`config.mk`:
```
export PLATFORM = sky130hd
export DESIGN_NAME = result_scan_disp_flat
export DESIGN_NICKNAME = d
export VERILOG_FILES = /design/src/rtl/disp_pkg.sv /design/src/rtl/result_scan_disp_if.sv /design/src/rtl/hex_disp.sv /design/src/rtl/result_scan_disp.sv /design/src/flat_wrapper.sv
export SDC_FILE = /design/constraint.sdc
export NUM_CORES = 1
export LEC_CHECK = 0
export BUFFER_PORTS_ARGS = -buffer_cell sky130_fd_sc_hd__buf_2
export CAP_MARGIN = 40
export CORE_ASPECT_RATIO = 1.75
export CORE_UTILIZATION = 61
export DETAILED_ROUTE_END_ITERATION = 10
export PLACE_DENSITY = 0.82
export SYNTH_ARGS = -nofsm -noshare
export SYNTH_HDL_FRONTEND = slang
export SYNTH_SLANG_ARGS = --single-unit
```
`constraint.sdc`:
```
create_clock -name clk -period 2.45 [get_ports clk]
set_input_delay 0.49 -clock clk [delete_from_list [all_inputs] [get_ports clk]]
set_output_delay 0.49 -clock clk [all_outputs]
set_load 0.01 [all_outputs]
```
`src/rtl/disp_pkg.sv`:
```
// Shared types and constants for the result scan display.
package disp_pkg;

    localparam int unsigned NUM_DIGITS = 4;

    // Scan FSM: drive one digit, then a dark gap before the next digit.
    typedef enum logic {
        SHOW,
        BLANK
    } scan_state_e;

    // One history slot: a 4-bit result plus its valid flag.
    typedef struct packed {
        logic       valid;
        logic [3:0] value;
    } hist_entry_t;

endpackage

```
`src/rtl/result_scan_disp_if.sv`:
```
// Result input strobe and multiplexed display outputs of the scan display.
interface result_scan_disp_if;

    logic       result_valid;
    logic [3:0] result;
    logic       clear;
    logic [3:0] d0_anodes;
    logic [7:0] d0_segments;

    // Producer of results, consumer of the display drive.
    modport master (
        output result_valid,
        output result,
        output clear,
        input  d0_anodes,
        input  d0_segments
    );

    // The display block itself.
    modport slave (
        input  result_valid,
        input  result,
        input  clear,
        output d0_anodes,
        output d0_segments
    );

endinterface

```
`src/rtl/hex_disp.sv`:
```
// Combinational hex to 7-segment decoder; segments g..a, active-low.
module hex_disp (
    input  logic [3:0] value,
    output logic [6:0] segments
);

    // Active-high patterns are inverted once at the end.
    logic [6:0] lit;

    // Glyph lookup for 0-9, A, b, C, d, E, F.
    always_comb begin
        lit = 7'h00;
        unique case (value)
            4'h0: lit = 7'h3F;
            4'h1: lit = 7'h06;
            4'h2: lit = 7'h5B;
            4'h3: lit = 7'h4F;
            4'h4: lit = 7'h66;
            4'h5: lit = 7'h6D;
            4'h6: lit = 7'h7D;
            4'h7: lit = 7'h07;
            4'h8: lit = 7'h7F;
            4'h9: lit = 7'h6F;
            4'hA: lit = 7'h77;
            4'hB: lit = 7'h7C;
            4'hC: lit = 7'h39;
            4'hD: lit = 7'h5E;
            4'hE: lit = 7'h79;
            4'hF: lit = 7'h71;
        endcase
    end

    assign segments = ~lit;

endmodule

```
`src/rtl/result_scan_disp.sv`:
```
// Four-deep result history scanned onto a multiplexed 7-segment display.
// Entry 0 (newest) also lights its decimal point for a while after arrival.
module result_scan_disp
    import disp_pkg::*;
#(
    parameter int unsigned DIGIT_CYCLES = 50000,
    parameter int unsigned BLANK_CYCLES = 500,
    parameter int unsigned FLASH_CYCLES = 25000000
) (
    input logic               clk,
    input logic               rst_n,
    result_scan_disp_if.slave bus
);

    localparam int unsigned SLOT_MAX = (DIGIT_CYCLES > BLANK_CYCLES) ? DIGIT_CYCLES : BLANK_CYCLES;
    localparam int unsigned SLOT_W   = $clog2(SLOT_MAX + 1);
    localparam int unsigned FLASH_W  = $clog2(FLASH_CYCLES + 1);

    localparam logic [SLOT_W-1:0]  DIGIT_LAST = SLOT_W'(DIGIT_CYCLES - 1);
    localparam logic [SLOT_W-1:0]  BLANK_LAST = SLOT_W'(BLANK_CYCLES - 1);
    localparam logic [FLASH_W-1:0] FLASH_LOAD = FLASH_W'(FLASH_CYCLES);

    scan_state_e        state_q, state_d;
    logic [1:0]         idx_q, idx_d;
    logic [SLOT_W-1:0]  slot_q, slot_d;
    logic [FLASH_W-1:0] flash_q, flash_d;
    hist_entry_t        hist_q [NUM_DIGITS];
    hist_entry_t        hist_d [NUM_DIGITS];
    logic [3:0]         anodes_q, anodes_d;
    logic [7:0]         segments_q, segments_d;

    hist_entry_t        sel_entry;
    logic [6:0]         hex_seg;

    // History shift and flash timer; clear wins over a same-cycle result.
    always_comb begin
        hist_d  = hist_q;
        flash_d = flash_q;
        if (bus.clear) begin
            for (int i = 0; i < NUM_DIGITS; i++) begin
                hist_d[i].valid = 1'b0;
            end
            flash_d = '0;
        end else if (bus.result_valid) begin
            for (int i = NUM_DIGITS - 1; i > 0; i--) begin
                hist_d[i] = hist_q[i-1];
            end
            hist_d[0] = '{valid: 1'b1, value: bus.result};
            flash_d   = FLASH_LOAD;
        end else if (flash_q != '0) begin
            flash_d = flash_q - FLASH_W'(1);
        end
    end

    // Scan sequencing: SHOW for DIGIT_CYCLES, BLANK for BLANK_CYCLES, next digit.
    always_comb begin
        state_d = state_q;
        idx_d   = idx_q;
        slot_d  = slot_q + SLOT_W'(1);
        unique case (state_q)
            SHOW: begin
                if (slot_q == DIGIT_LAST) begin
                    state_d = BLANK;
                    slot_d  = '0;
                end
            end
            BLANK: begin
                if (slot_q == BLANK_LAST) begin
                    state_d = SHOW;
                    idx_d   = idx_q + 2'd1;
                    slot_d  = '0;
                end
            end
        endcase
    end

    assign sel_entry = hist_q[idx_q];

    hex_disp u_hex_disp (
        .value    (sel_entry.value),
        .segments (hex_seg)
    );

    // Display drive for the current slot; dark unless showing a valid entry.
    always_comb begin
        anodes_d   = 4'b1111;
        segments_d = 8'hFF;
        if (state_q == SHOW && sel_entry.valid) begin
            anodes_d[idx_q]  = 1'b0;
            segments_d[6:0]  = hex_seg;
            if (idx_q == 2'd0 && flash_q != '0) begin
                segments_d[7] = 1'b0;
            end
        end
    end

    // State, history and output registers.
    always_ff @(posedge clk or negedge rst_n) begin
        if (!rst_n) begin
            state_q    <= BLANK;
            idx_q      <= 2'd0;
            slot_q     <= '0;
            flash_q    <= '0;
            anodes_q   <= 4'b1111;
            segments_q <= 8'hFF;
            for (int i = 0; i < NUM_DIGITS; i++) begin
                hist_q[i] <= '0;
            end
        end else begin
            state_q    <= state_d;
            idx_q      <= idx_d;
            slot_q     <= slot_d;
            flash_q    <= flash_d;
            anodes_q   <= anodes_d;
            segments_q <= segments_d;
            for (int i = 0; i < NUM_DIGITS; i++) begin
                hist_q[i] <= hist_d[i];
            end
        end
    end

    assign bus.d0_anodes   = anodes_q;
    assign bus.d0_segments = segments_q;

endmodule

```
`src/flat_wrapper.sv`:
```
// flat-port wrapper written by rule: the top's interface ports become plain ports
module result_scan_disp_flat import disp_pkg::*;
#(
    parameter int unsigned DIGIT_CYCLES = 50000,
    parameter int unsigned BLANK_CYCLES = 500,
    parameter int unsigned FLASH_CYCLES = 25000000
)
  (clk, rst_n, bus_result_valid, bus_result, bus_clear, bus_d0_anodes, bus_d0_segments);
  result_scan_disp_if bus_i ();
  input logic clk;
  input logic rst_n;
  input wire logic [$bits(bus_i.result_valid)-1:0] bus_result_valid;
  input wire logic [$bits(bus_i.result)-1:0] bus_result;
  input wire logic [$bits(bus_i.clear)-1:0] bus_clear;
  output wire logic [$bits(bus_i.d0_anodes)-1:0] bus_d0_anodes;
  output wire logic [$bits(bus_i.d0_segments)-1:0] bus_d0_segments;
  assign bus_i.result_valid = bus_result_valid;
  assign bus_i.result = bus_result;
  assign bus_i.clear = bus_clear;
  assign bus_d0_anodes = bus_i.d0_anodes;
  assign bus_d0_segments = bus_i.d0_segments;
  result_scan_disp #(.DIGIT_CYCLES(DIGIT_CYCLES), .BLANK_CYCLES(BLANK_CYCLES), .FLASH_CYCLES(FLASH_CYCLES)) u_core (.clk(clk), .rst_n(rst_n), .bus(bus_i));
endmodule
```
==> impl_metrics.json <==
{
  "layout.cells.most_common": "sky130_fd_sc_hd__dfrtp_1",
  "min_period_over_period_pct": 94.14,
  "post_cts_buffers": 0,
  "synth_enable_flop_cells": 0,
  "total_leakage_power_nw": 1.811,
  "final.min_clock_period_ns": 2.306,
  "first_pass_grt_wire_length_um": 12360,
  "post-route-worst-setup-slack_ns": 0.1436,
  "initial_utilization_pct": 64.26,
  "worst-setup-path-type": "register to register",
  "ant_nets": 0,
  "clk_latency_ns": 0.35,
  "port_buffers": 19,
  "detail_route.drc_violations": 0,
  "status": "complete, no violations",
  "power_density_nw_per_um2": 702.4,
  "multi_input_area_um2": 1817,
  "met3_usage_pct": 4.101,
  "global_route.overflow_total": 0,
  "gp_congestion": 0.8905,
  "crit-reg2reg-launch": "u_core.flash_q[11]",
  "synthDominantAreaCellType": "sky130_fd_sc_hd__dfrtp_1",
  "clock_tree.htree_level_count": 3,
  "crit_path_start": "u_core.flash_q[11]",
  "cap_viol_max_count": 0,
  "syn_to_final_growth_pct": 10.69,
  "min-delay-path-class": "primary input to asynchronous set/reset pin",
  "finalNetCount": 393,
  "fillerInstances": 425,
  "tritoncts.num_buffers": 9,
  "grt_use_total_pct": 25.57,
  "timing.final.setup_violations": 0,
  "rows": 37,
  "drt-total-wl_um": 7531,
  "die_area_um2": 6625,
  "globalRouteMet2Util_pct": 45.14,
  "share_of_cells_above_drive_strength_1_pct": 25.13,
  "synth-warning-count": 0,
  "globalRouteMet1Util_pct": 27.42,
  "cts_tree": "built",
  "post_synth.cell_area_avg_um2": 11.06,
  "grt_antenna_before_repair": 0,
  "slew_headroom_pct": 66.17,
  "hpwlAfterDp_um": 5311,
  "gr-max-usage-layer": "met2",
  "vdd_drop_max_mv": 0.5398,
  "ctsHoldBuffers": 0,
  "diodes": 0,
  "drt_first_iter_violations": 188,
  "vias": 2793,
  "setup-tns-final_ns": 0,
  "io-pin-count": 20,
  "synth_async_sr_flop_share_pct": 100.0,
  "pre_cts_slack_ns": 0.1899,
  "worstPathCellList": "or3_1, nor3_1, nand3_2, or4b_2, a21oi_2",
  "start_kind": "register",
  "detail_route.vias_per_cell": 6.125,
  "drtPass1Iterations": 5,
  "cts-resized-gates": 0,
  "critical_path_arrival_ns": 2.60,
  "report.final.hold_viol_count": 0,
  "synthDominantCellAreaShare_pct": 41.08,
  "max_freq_mhz": 433.6,
  "syn_area_um2": 3837,
  "height_of_the_die_um": 106.9,
  "chipWidth_um": 61.96,
  "cp_max_delay_cell": "sky130_fd_sc_hd__or4b_2",
  "commonest_non_fill_non_tap_cells_in_the_layout": "sky130_fd_sc_hd__dfrtp_1, sky130_fd_sc_hd__nor2_1, sky130_fd_sc_hd__nand2_1",
  "netlist_top_cells_area": "sky130_fd_sc_hd__dfrtp_1, sky130_fd_sc_hd__dfstp_2, sky130_fd_sc_hd__mux2_2",
  "crit_path_max_incr_delay_ns": 0.65,
  "ys.flop_type": "sky130_fd_sc_hd__dfrtp_1",
  "endpoint_kind": "register",
  "avgRoutedWirePerCell_um": 16.52,
  "postSynthCellCount": 347,
  "synth.yosys.seq_area_share_pct": 49.98,
  "cts_root_buffer": "sky130_fd_sc_hd__clkbuf_8",
  "vias_in_the_first_global_route": 2810,
  "core_area_um2": 5972,
  "slew_viol_final": 0,
  "grt_setup_unrepaired": "no",
  "clock_sink_count": 76,
  "clk_pin_slew_ns": 0.09,
  "ff_latch_area_um2": 1918,
  "worst-slew-pin-transition_ns": 0.5064,
  "synth_cell_type_count": 51,
  "worst_setup_skew_after_layout_ns": 0.01281,
  "worst-endpoint-required_ns": 2.74,
  "synth_fp_nets": 367,
  "clockBufferDepth": 2,
  "worst-path-max-fanout": 5,
  "number_of_synthesized_register_bits": 76,
  "grt_start_max_net_pins": 77
}
worst paths after layout:
path / end / slack, ns / depth (start not counted)
max: u_core.flash_q[17] / 0.14 / 5
min: u_core.flash_q[17] / 0.13 / 2
max reg2reg: u_core.flash_q[17] / 0.14 / 5
min reg2reg: u_core.state_q / 0.46 / 2
max in group asynchronous: u_core.bus.d0_segments[3] / 1.94 / 2
min in group clk: u_core.hist_q[18] / 0.37 / 2
metrics by stage:
step | util (%) | power (mW) | instance area (um2) | instances | hold slack, ns
floorplan | - | 1.868 | 3837 | 347 | 0.1944
global placement | 67.57 | 1.989 | 4035 | 439 | 0.4448
detailed placement | 67.57 | 2.019 | 4035 | 439 | 0.4481
CTS | 70.96 | 3.003 | 4238 | 455 | 0.1603
global route | 71.13 | 3.125 | 4248 | 456 | 0.1754
finish | 71.13 | 2.984 | 4248 | 456 | 0.1280
cell families after synthesis:
kind of cell | Yosys count | share of synthesized area [%]
AO/OA/AOI/OAI | 52 | 8.966
XOR/XNOR | 27 | 6.162
adder cells (fa/ha/maj) | 12 | 3.913
buffers and inverters | 24 | 2.935
flip-flops | 76 | 49.98
multiplexers | 29 | 9.456
AND/OR/NAND/NOR | 127 | 18.59
cells in the mapped netlist (all sizes together) (4+ instances only):
| library cell | number |
|---|---|
| o221ai | 4 |
| or4 | 6 |
| o41ai | 4 |
| inv | 10 |
| mux2 | 18 |
| a21oi | 13 |
| a211oi | 4 |
| dfstp | 13 |
| and3 | 5 |
| nand4 | 11 |
| clkbuf | 11 |
| ha | 12 |
| dfrtp | 63 |
| nor4 | 5 |
| xor2 | 19 |
| nand2 | 22 |
| nor3 | 7 |
| or3 | 7 |
| o21ai | 13 |
| mux2i | 7 |
| xnor2 | 8 |
| o31ai | 5 |
| nor2 | 37 |
| nand3 | 7 |
| mux4 | 4 |
| a31oi | 4 |
registers in the layout (all words and copies together), names as in the netlist:
name                    cells
u_core.idx_q                2
u_core.slot_q              16
u_core.flash_q             25
u_core.bus.d0_segments      8
u_core.hist_q              20
u_core.bus.d0_anodes        4
u_core.state_q              1
area by class of cell:
class | count | share of cell area [%]
sequential | 76 | 45.15
multi-input combinational | 248 | 42.77
timing repair buffer | 28 | 4.124
clock buffer | 9 | 2.916
tap | 78 | 2.297
clock inverter | 7 | 1.856
inverter | 10 | 0.8837
where the power goes:
part	internal, mW	switching, mW	leakage (nW)	total [mW]
sequential	1.39	0.0895	0.942	1.48
combinational	0.233	0.285	0.762	0.518
clock	0.487	0.495	0.107	0.982
total	2.11	0.869	1.81	2.98
critical path, delay by kind of cell, from the launching register on:
family	cells	cell delay, ns
AOI/OAI and AO/OA	1	0.15
DFF	1	0.41
and+or+nand+nor	4	1.70
routing by layer:
layer / part of all wire, % / vias to the layer above
met4: 2.0 / 0
met3: 3.3 / 13
met5: 0 / -
met1: 38 / 1406
li1: - / 1307
met2: 57 / 67
Power figures use the tool's default switching activity.
